==> config.mk <==
export PLATFORM = sky130hd
export DESIGN_NAME = bmat_bank_buf_flat
export DESIGN_NICKNAME = d
export VERILOG_FILES = /design/src/rtl/bmat_bank_buf_if.sv /design/src/rtl/bmat_bank_buf.sv /design/src/flat_wrapper.sv
export SDC_FILE = /design/constraint.sdc
export NUM_CORES = 1
export LEC_CHECK = 0
export CAP_MARGIN = 20
export CORE_MARGIN = 2
export CORE_UTILIZATION = 30
export CTS_BUF_LIST = sky130_fd_sc_hd__clkbuf_2
export DETAILED_ROUTE_END_ITERATION = 8
export DONT_BUFFER_PORTS = 1
export PLACE_DENSITY = 0.41
export SKIP_LAST_GASP = 1
export SYNTH_ARGS = -nofsm -noshare
export SYNTH_HDL_FRONTEND = slang
export SYNTH_SLANG_ARGS = --single-unit
==> constraint.sdc <==
create_clock -name clk -period 7.6 [get_ports clk]
set_input_delay 1.14 -clock clk [delete_from_list [all_inputs] [get_ports clk]]
set_output_delay 1.14 -clock clk [all_outputs]
set_load 0.1 [all_outputs]
==> src/rtl/bmat_bank_buf_if.sv <==
// Weight-stream / MAC-array interface of the banked weight-tile buffer.
// The master drives beats and swap pulses; the slave (buffer) returns the tile.
interface bmat_bank_buf_if #(
  parameter int unsigned SZI       = 8,
  parameter int unsigned SZJ       = 8,
  parameter int unsigned WIDTH     = 8,
  parameter int unsigned NBANKS    = 2,
  parameter int unsigned YGEN_MODE = 0
);
  localparam int unsigned QW = WIDTH + YGEN_MODE;
  localparam int unsigned FW = $clog2(NBANKS + 1);

  logic                     d_valid;
  logic                     d_ready;
  logic [SZJ*WIDTH-1:0]     d;
  logic                     d_last;
  logic                     swap;
  logic [SZI*SZJ*QW-1:0]    q;
  logic                     q_valid;
  logic [FW-1:0]            fill_count;
  logic                     err;

  modport master (
    output d_valid, d, d_last, swap,
    input  d_ready, q, q_valid, fill_count, err
  );

  modport slave (
    input  d_valid, d, d_last, swap,
    output d_ready, q, q_valid, fill_count, err
  );
endinterface

==> src/rtl/bmat_bank_buf.sv <==
// Ring of NBANKS weight tiles. Rows are loaded through a valid/ready stream,
// the oldest complete tile is presented on q, and a swap pulse retires it.
// With YGEN_MODE set, each stored row is the difference to the previous row.
module bmat_bank_buf #(
  parameter int unsigned SZI       = 8,
  parameter int unsigned SZJ       = 8,
  parameter int unsigned WIDTH     = 8,
  parameter int unsigned NBANKS    = 2,
  parameter int unsigned YGEN_MODE = 0,
  parameter int unsigned SIGNED    = 1
) (
  input logic             clk,
  input logic             resetn,
  bmat_bank_buf_if.slave  bus
);
  localparam int unsigned QW = WIDTH + YGEN_MODE;
  localparam int unsigned BW = $clog2(NBANKS);
  localparam int unsigned RW = (SZI > 1) ? $clog2(SZI) : 1;
  localparam int unsigned FW = $clog2(NBANKS + 1);

  typedef enum logic [1:0] {BkEmpty, BkFilling, BkFull, BkActive} bank_st_e;

  bank_st_e              r_st [NBANKS];
  bank_st_e              w_st_d [NBANKS];
  logic [BW-1:0]         r_wp, w_wp_d, w_wp_nxt;
  logic [BW-1:0]         r_rp, w_rp_d, w_rp_nxt;
  logic [RW-1:0]         r_rowcnt, w_rowcnt_d;
  logic [SZJ*WIDTH-1:0]  r_prev, w_prev_d;
  logic                  r_d_ready, w_d_ready_d;
  logic                  r_err, w_err_d;
  logic [FW-1:0]         r_fill, w_fill_d;
  logic [SZJ*QW-1:0]     r_mem [NBANKS][SZI];
  logic [SZJ*QW-1:0]     w_row;
  logic [SZI*SZJ*QW-1:0] w_q;
  logic                  w_accept, w_close, w_q_valid;

  assign w_accept  = bus.d_valid && r_d_ready;
  assign w_close   = w_accept && (r_rowcnt == RW'(SZI - 1));
  // The ACTIVE bank, when present, is always bank[rp].
  assign w_q_valid = (r_st[r_rp] == BkActive);
  assign w_wp_nxt  = (r_wp == BW'(NBANKS - 1)) ? '0 : r_wp + 1'b1;
  assign w_rp_nxt  = (r_rp == BW'(NBANKS - 1)) ? '0 : r_rp + 1'b1;

  for (genvar gj = 0; gj < SZJ; gj++) begin : g_col
    logic [WIDTH-1:0] w_cur, w_prv;
    assign w_cur = bus.d[gj*WIDTH +: WIDTH];
    assign w_prv = r_prev[gj*WIDTH +: WIDTH];

    if (YGEN_MODE != 0) begin : g_ygen
      logic [WIDTH:0] w_cur_x, w_prv_x;
      assign w_cur_x = {(SIGNED != 0) & w_cur[WIDTH-1], w_cur};
      assign w_prv_x = {(SIGNED != 0) & w_prv[WIDTH-1], w_prv};
      // One extra bit makes the difference exact.
      assign w_row[gj*QW +: QW] = w_cur_x - w_prv_x;
    end else begin : g_raw
      assign w_row[gj*QW +: QW] = w_cur;
    end

    for (genvar gi = 0; gi < SZI; gi++) begin : g_row
      assign w_q[(gj*SZI+gi)*QW +: QW] = w_q_valid ? r_mem[r_rp][gi][gj*QW +: QW] : '0;
    end
  end

  // Next-state for bank states, pointers, row counter, error and flow control.
  always_comb begin
    for (int b = 0; b < NBANKS; b++) begin
      w_st_d[b] = r_st[b];
    end
    w_wp_d      = r_wp;
    w_rp_d      = r_rp;
    w_rowcnt_d  = r_rowcnt;
    w_prev_d    = r_prev;
    w_err_d     = r_err;
    w_fill_d    = '0;
    w_d_ready_d = 1'b0;

    if (w_accept) begin
      // d_last must coincide exactly with the final row.
      w_err_d = w_err_d | (bus.d_last ^ w_close);
      if (w_close) begin
        w_st_d[r_wp] = BkFull;
        w_rowcnt_d   = '0;
        w_prev_d     = '0;
        w_wp_d       = w_wp_nxt;
      end else begin
        w_st_d[r_wp] = BkFilling;
        w_rowcnt_d   = r_rowcnt + 1'b1;
        w_prev_d     = bus.d;
      end
    end

    if (bus.swap) begin
      if (w_q_valid) begin
        w_st_d[r_rp] = BkEmpty;
        w_rp_d       = w_rp_nxt;
        // Zero-bubble handover only for a tile that was already FULL.
        if (r_st[w_rp_nxt] == BkFull) begin
          w_st_d[w_rp_nxt] = BkActive;
        end
      end else begin
        w_err_d = 1'b1;
      end
    end

    if (!w_q_valid && (r_st[r_rp] == BkFull)) begin
      w_st_d[r_rp] = BkActive;
    end

    for (int b = 0; b < NBANKS; b++) begin
      if ((w_st_d[b] == BkFull) || (w_st_d[b] == BkActive)) begin
        w_fill_d = w_fill_d + FW'(1);
      end
    end
    w_d_ready_d = (w_st_d[w_wp_d] == BkEmpty) || (w_st_d[w_wp_d] == BkFilling);
  end

  // Control state registers; reset discards any partially loaded tile.
  always_ff @(posedge clk or negedge resetn) begin
    if (!resetn) begin
      for (int b = 0; b < NBANKS; b++) begin
        r_st[b] <= BkEmpty;
      end
      r_wp      <= '0;
      r_rp      <= '0;
      r_rowcnt  <= '0;
      r_prev    <= '0;
      r_err     <= 1'b0;
      r_fill    <= '0;
      r_d_ready <= 1'b0;
    end else begin
      for (int b = 0; b < NBANKS; b++) begin
        r_st[b] <= w_st_d[b];
      end
      r_wp      <= w_wp_d;
      r_rp      <= w_rp_d;
      r_rowcnt  <= w_rowcnt_d;
      r_prev    <= w_prev_d;
      r_err     <= w_err_d;
      r_fill    <= w_fill_d;
      r_d_ready <= w_d_ready_d;
    end
  end

  // Tile storage; contents are only observed through a valid bank state.
  always_ff @(posedge clk) begin
    if (w_accept) begin
      r_mem[r_wp][r_rowcnt] <= w_row;
    end
  end

  assign bus.d_ready    = r_d_ready;
  assign bus.q          = w_q;
  assign bus.q_valid    = w_q_valid;
  assign bus.fill_count = r_fill;
  assign bus.err        = r_err;
endmodule

==> src/flat_wrapper.sv <==
// flat-port wrapper written by rule: the top's interface ports become plain ports
module bmat_bank_buf_flat 
#(
  parameter int unsigned SZI       = 8,
  parameter int unsigned SZJ       = 8,
  parameter int unsigned WIDTH     = 8,
  parameter int unsigned NBANKS    = 2,
  parameter int unsigned YGEN_MODE = 0,
  parameter int unsigned SIGNED    = 1
)
  (clk, resetn, bus_d_valid, bus_d, bus_d_last, bus_swap, bus_d_ready, bus_q, bus_q_valid, bus_fill_count, bus_err);
  bmat_bank_buf_if #(.SZI(SZI), .SZJ(SZJ), .WIDTH(WIDTH), .NBANKS(NBANKS), .YGEN_MODE(YGEN_MODE)) bus_i ();
  input logic clk;
  input logic resetn;
  input wire logic [$bits(bus_i.d_valid)-1:0] bus_d_valid;
  input wire logic [$bits(bus_i.d)-1:0] bus_d;
  input wire logic [$bits(bus_i.d_last)-1:0] bus_d_last;
  input wire logic [$bits(bus_i.swap)-1:0] bus_swap;
  output wire logic [$bits(bus_i.d_ready)-1:0] bus_d_ready;
  output wire logic [$bits(bus_i.q)-1:0] bus_q;
  output wire logic [$bits(bus_i.q_valid)-1:0] bus_q_valid;
  output wire logic [$bits(bus_i.fill_count)-1:0] bus_fill_count;
  output wire logic [$bits(bus_i.err)-1:0] bus_err;
  assign bus_i.d_valid = bus_d_valid;
  assign bus_i.d = bus_d;
  assign bus_i.d_last = bus_d_last;
  assign bus_i.swap = bus_swap;
  assign bus_d_ready = bus_i.d_ready;
  assign bus_q = bus_i.q;
  assign bus_q_valid = bus_i.q_valid;
  assign bus_fill_count = bus_i.fill_count;
  assign bus_err = bus_i.err;
  bmat_bank_buf #(.SZI(SZI), .SZJ(SZJ), .WIDTH(WIDTH), .NBANKS(NBANKS), .YGEN_MODE(YGEN_MODE), .SIGNED(SIGNED)) u_core (.clk(clk), .resetn(resetn), .bus(bus_i));
endmodule
==> flow_metrics.py, run 1 <==
metrics = {
    "setup_path": {
        "worstPathArrival_ps": 4910,
        "end_kind": "primary output",
        "critPathMaxStageDelay_ps": 1000,
        "cp_top_family": "compound AO/OA/AOI/OAI gates",
        "crit_path_start_kind": "flop",
        "cp.buffers_inverters": 1,
        "critPathRequiredTime_ps": 6460,
        "path_max_fanout": 195,
        "crit_path_top_delay_cell": "a22o_1",
        "r2r_slack_ps": 3760,
        "path_cells": "nor2b_4, and2_4, buf_12, a22o_1",
        "path_class": "reg -> out",
    },
    "grt": {
        "grt-busiest-layer": "met2",
        "grt_pass1_wl_microns": 157100,
        "met3_usage_pct": 7.423,
        "gr-usage-met1_pct": 20.86,
        "use_met2_pct": 29.71,
        "grt-ovfl-total": 0,
        "antenna_found_initial": 10,
        "grt_max_degree": 196,
        "grt_pass1_vias": 19730,
        "track_usage_pct": 17.86,
    },
    "placement": {
        "gp_congestion": 0.7910,
        "hpwl_microns": 66400,
        "portBuffers": 0,
        "place_ws_ps": 3112,
        "postPlaceCellArea_sq_um": 38670,
    },
    "finish": {
        "drive_gt1_share_pct": 21.84,
        "multi_input_area_sq_um": 5089,
        "layout_common_cells": "1,024 x edfxtp_1, 513 x a22o_1, 401 x clkbuf_2, 71 x dlygate4sd3_1, 44 x clkinv_1",
        "final_common_cell": "edfxtp_1",
        "design_area_sq_um": 41650,
        "register_area_sq_um": 31070,
        "nets": 2113,
        "num-fill-cells": 11580,
        "syn_to_final_growth_pct": 13.43,
    },
    "synthesis": {
        "synth_cells": 1747,
        "ys_ff_latch": 1037,
        "synth_cell_types": 40,
        "synth_flop_cell": "edfxtp_1",
        "syn-num-nets": 1819,
        "synthArstFlopShare_pct": 1.254,
        "yosysSeqAreaShare_pct": 84.63,
        "synth-edff-count": 1024,
        "syn_avg_cell_area_sq_um": 21.02,
        "syn_area_sq_um": 36720,
        "synth-warning-count": 0,
    },
    "sta": {
        "rsz0062_at_grt": "false",
        "fin_crit_sh_pct": 79.57,
        "slew_headroom_pct": 19.16,
        "worstMarginPinSlew_ps": 1213,
        "hold-worst-slack_ps": 532.3,
        "fmax_ghz": 0.1654,
        "final.min_clock_period_ps": 6047,
        "setup_violations": 0,
        "hold_violations": 0,
        "tns_ps": 0,
        "finClkSkew_ps": 173.6,
        "fin_ws_ps": 1553,
        "finalMaxSlewViolations": 0,
    },
    "floorplanning": {
        "die_area_sq_um": 125200,
        "num_rows": 128,
        "die_height_microns": 353.8,
        "ios": 586,
        "die_w_microns": 353.8,
        "start_util_pct": 30.21,
        "core_sq_um": 121600,
    },
    "hold_path": {
        "hold_path.class": "in -> reg",
    },
    "detailed_routing": {
        "vias_per_cell": 4.974,
        "first_pass_iters": 5,
        "post_drt_wl_per_cell_microns": 29.95,
        "antenna_left": 0,
        "drc": 0,
        "drt-total-wl_microns": 114800,
        "via_count": 19070,
        "first_iter_violations": 1534,
    },
    "run": {
        "maxCapViolCount": 0,
    },
    "clocking": {
        "cts_sinks": 1037,
        "htreeDepth": 5,
        "clockBufferDepth": 4,
        "cts_resized": 0,
        "clk_pin_slew_worst_paths_ps": 100,
        "clkLatencyLatePin_ps": 1630,
        "cts_buffers": 292,
        "cts_setup_buffers": 0,
        "cts-root-buf": "clkbuf_2",
        "cts_tree": "built",
    },
    "status": {
        "outcome": "completed",
    },
    "power_and_ir_drop": {
        "leakage_uw": 0.01369,
        "vdd_drop_max_v": 0.0001855,
        "power_uw": 17540,
        "pwr_density_cell_nw_per_um2": 421.1,
    },
}
-- where the power goes --
group | total (uW) | internal, uW | switching [uW]
registers | 7060 | 6860 | 200
clock network | 3660 | 1430 | 2240
logic | 6820 | 613 | 6210
-- stage by stage --
step | util (%) | cells
2_1_floorplan | - | 1747
3_3_place_gp | 31.79 | 3299
3_5_place_dp | 31.81 | 3300
4_1_cts | 34.24 | 3826
5_1_grt | 34.26 | 3832
6_report | 34.26 | 3834
-- state kept, by name (all words and copies together), names as in the netlist --
register / cells
u_core.bus.d_ready: 1
u_core.r_rowcnt: 3
u_core.r_st: 4
u_core.r_wp: 1
u_core.r_mem: 1024
u_core.bus.err: 1
u_core.r_rp: 1
u_core.bus.fill_count: 2
-- synthesized netlist by cell type (2+ instances only) --
master       n  area [sq um]
edfxtp_1  1024         30750
buf_2      102         510.5
a32oi_1      3         26.28
or2_1        2         12.51
and3b_1      2         17.52
a22o_1     513          4493
dfrtp_1     13         325.3
buf_6       12         135.1
a21o_1       2         15.01
nand2b_1     4         25.02
nor3_1       5         25.02
ha_1         3         37.54
clkbuf_1     4         15.01
nand2_1      7         26.28
nor2_1      17         63.81
nand3_1      4         20.02
a21oi_1      7         35.03
-- worst paths after layout --
kind	endpoint	startpoint	cells after the start
max in group asynchronous	u_core.r_rowcnt[2]	resetn	2
setup / recovery	bus_q[312]	u_core.r_rp	4
hold reg to reg	u_core.r_st[2]	u_core.r_st[2]	1
min in group asynchronous	u_core.r_rowcnt[0]	resetn	2
setup reg to reg	u_core.r_mem[0][415]	u_core.bus.d_ready	5
hold / removal	u_core.r_mem[0][170]	bus_d[42]	1
-- routing by layer --
| layer | up-vias | share of wire, % |
|---|---|---|
| met4 | 6 | 1.9 |
| met3 | 148 | 9.0 |
| met2 | 831 | 50 |
| met5 | - | 0.031 |
| met1 | 9967 | 39 |
| li1 | 8117 | - |
-- logic make-up after synthesis --
group           share of synthesized area (%)
simple gates                           0.7327
compound gates                          12.63
fa+ha+maj                              0.1022
flops                                   84.63
xor+xnor                              0.04772
buf+inv                                 1.830
mux                                   0.03067
-- cell type report --
cell class | instances | share of cell area, %
clock inverters | 54 | 0.5618
clock buffers | 401 | 4.819
diodes | 7 | 0.04206
flip-flops and latches | 1037 | 74.61
multi-input cells | 590 | 12.22
well taps | 1625 | 4.882
repair buffers | 119 | 2.860
inverters | 1 | 0.009012
-- repair_timing --
action	4_1_cts	5_1_grt
hold buffers	71	0
setup endpoints to repair	0	0
hold endpoints to repair	1050	0
(Power assumes the default switching activity.)
==> run 2: changes to the inputs <==
==> constraint.sdc (replaced) <==
create_clock -name clk -period 5.9 [get_ports clk]
set_input_delay 0.885 -clock clk [delete_from_list [all_inputs] [get_ports clk]]
set_output_delay 0.885 -clock clk [all_outputs]
set_load 0.1 [all_outputs]
==> run 2 against run 1 <==
  * Cell count grew 1.4%
  * Sequential share of layout area shrank 1.1 points
  * Global-route usage up 0.21 points
  * Largest cell class unchanged
  * Wire length increased by 0.25%
  * Sequential power rose by 28%
  * Die area did not move
  * Largest power group unchanged
==> flow_metrics.py, run 2 (synthesis results as in run 1) <==
metrics = {
    "status": {
        "outcome": "completed",
    },
    "setup_path": {
        "crit_path_start_kind": "flop",
        "cp.depth": 3,
        "cp_top_family": "compound AO/OA/AOI/OAI gates",
        "path_max_fanout": 138,
        "r2r_cells": 5,
        "path_cells": "and3_4, buf_12, a22o_1",
        "cp.buffers_inverters": 1,
        "end_kind": "primary output",
        "path_class": "reg -> out",
        "worstPathArrival_ps": 4700,
        "crit_path_top_delay_cell": "a22o_1",
        "critPathRequiredTime_ps": 5020,
        "critPathMaxStageDelay_ps": 1020,
    },
    "floorplanning": {
        "start_util_pct": 30.21,
        "core_sq_um": 121600,
        "num_rows": 128,
        "die_height_microns": 353.8,
        "die_area_sq_um": 125200,
        "ios": 586,
        "die_w_microns": 353.8,
    },
    "grt": {
        "grt-ovfl-total": 0,
        "grt_pass1_wl_microns": 158100,
        "grt_max_degree": 139,
        "track_usage_pct": 18.07,
        "grt_pass1_vias": 19830,
        "antenna_found_initial": 14,
    },
    "detailed_routing": {
        "drc": 0,
        "drt-met1-wl_microns": 44840,
        "wl_met3_microns": 10860,
        "wl_met2_microns": 56980,
        "first_iter_violations": 1428,
        "antenna_left": 0,
        "post_drt_wl_per_cell_microns": 29.60,
        "first_pass_iters": 5,
        "vias_per_cell": 4.914,
        "top_layer": "met5",
        "drt-total-wl_microns": 115100,
        "via_count": 19110,
    },
    "sta": {
        "rsz0062_at_grt": "false",
        "slew_headroom_pct": 23.97,
        "fin_crit_sh_pct": 94.70,
        "setup_violations": 0,
        "finalMaxSlewViolations": 0,
        "final.min_clock_period_ps": 5587,
        "fmax_ghz": 0.1790,
        "hold-worst-slack_ps": 365.2,
        "hold_violations": 0,
        "tns_ps": 0,
        "finClkSkew_ps": 101.0,
        "worstMarginPinSlew_ps": 1144,
    },
    "placement": {
        "hpwl_microns": 65470,
        "gp_congestion": 0.7562,
        "postPlaceCellArea_sq_um": 38790,
        "portBuffers": 0,
    },
    "clocking": {
        "cts-root-buf": "clkbuf_2",
        "htreeDepth": 5,
        "cts_setup_buffers": 0,
        "cts_tree": "built",
        "cts_sinks": 1037,
        "cts_buffers": 291,
        "clk_pin_slew_worst_paths_ps": 90,
        "clkLatencyLatePin_ps": 1590,
        "clockBufferDepth": 4,
    },
    "finish": {
        "num-fill-cells": 11580,
        "syn_to_final_growth_pct": 15.20,
        "nets": 2147,
        "register_area_sq_um": 31070,
        "drive_gt1_share_pct": 22.60,
        "design_area_sq_um": 42300,
        "largestRegisters": "u_core.r_mem (1024), u_core.r_st (4), u_core.r_rowcnt (3)",
        "multi_input_area_sq_um": 5124,
        "largest_register_ff_count": 1024,
        "layout_common_cells": "1,024 x edfxtp_1, 505 x a22o_1, 414 x clkbuf_2, 104 x dlygate4sd3_1, 45 x clkinv_1",
        "final_common_cell": "edfxtp_1",
        "regMostFlops": "u_core.r_mem",
    },
    "power_and_ir_drop": {
        "p_sw_uw": 11170,
        "pwr_density_cell_nw_per_um2": 540.5,
        "p_int_uw": 11690,
        "combPwrFrac_pct": 38.8,
        "clkPwrFrac_pct": 21.6,
        "vdd_drop_max_v": 0.0002166,
        "swShare_pct": 48.85,
        "leakage_uw": 0.01397,
        "seq_power_share_pct": 39.6,
        "power_uw": 22860,
    },
    "hold_path": {
        "min_path_cells": 1,
        "hold_path.class": "in -> reg",
    },
    "run": {
        "maxCapViolCount": 0,
    },
}
run 2: cell count changes in the layout (fill, tap and decap cells not counted), sizes merged:
| cell | change |
|---|---|
| dlygate4sd3 | +33 |
| clkbuf | +13 |
| clkinv | +7 |
| bufinv | +3 |
| inv | -3 |
| buf | +2 |
run 2: metrics by stage:
| stage | utilization, % | setup WS, ps | std cells |
|---|---|---|---|
| after global placement | 31.91 | 2026 | 3302 |
| final | 34.80 | 312.9 | 3889 |
| after global routing | 34.80 | 14.73 | 3887 |
| after CTS | 34.78 | 1.736 | 3882 |
| after floorplan | - | 1005 | 1747 |
| after detailed placement | 31.91 | 1995 | 3302 |
run 2: area by class of cell:
type / count / share of cell area, %
flip-flops and latches: 1037 / 73.46
multi-input cells: 590 / 12.11
clock buffers: 414 / 4.898
well taps: 1625 / 4.807
repair buffers: 154 / 3.851
clock inverters: 61 / 0.8193
diodes: 7 / 0.04141
inverters: 1 / 0.008874
run 2: final timing paths:
path / slack (ps) / from / end
min: 370 / bus_d[18] / u_core.r_mem[1][210]
max: 310 / u_core.r_rp / bus_q[398]
min in group asynchronous: 830 / resetn / u_core.r_st[1]
min reg2reg: 600 / u_core.r_st[2] / u_core.r_st[2]
max reg2reg: 2660 / u_core.bus.d_ready / u_core.r_mem[0][187]
max in group asynchronous: 4050 / resetn / u_core.r_rowcnt[1]
run 2: power groups by stage:
stage	combinational (uW)	sequential, uW	clock (uW)
global placement	8750	9210	0
finish	8880	9050	4940
floorplan	7620	9220	0
CTS	8990	9050	5150
global route	9100	9100	5570
detailed placement	8780	9220	0
run 2: layer usage:
metal  track usage [%]  vias to the layer above
li1                  -                     8184
met1             21.04                     9930
met2             29.71                      840
met3             7.840                      145
met4             6.281                       10
met5                 0                        -
run 2: what timing repair did:
item,in CTS,in global routing
resized for setup,8,0
endpoints found under the setup margin,8,0
hold buffers,105,0
hold endpoints to repair,1053,0
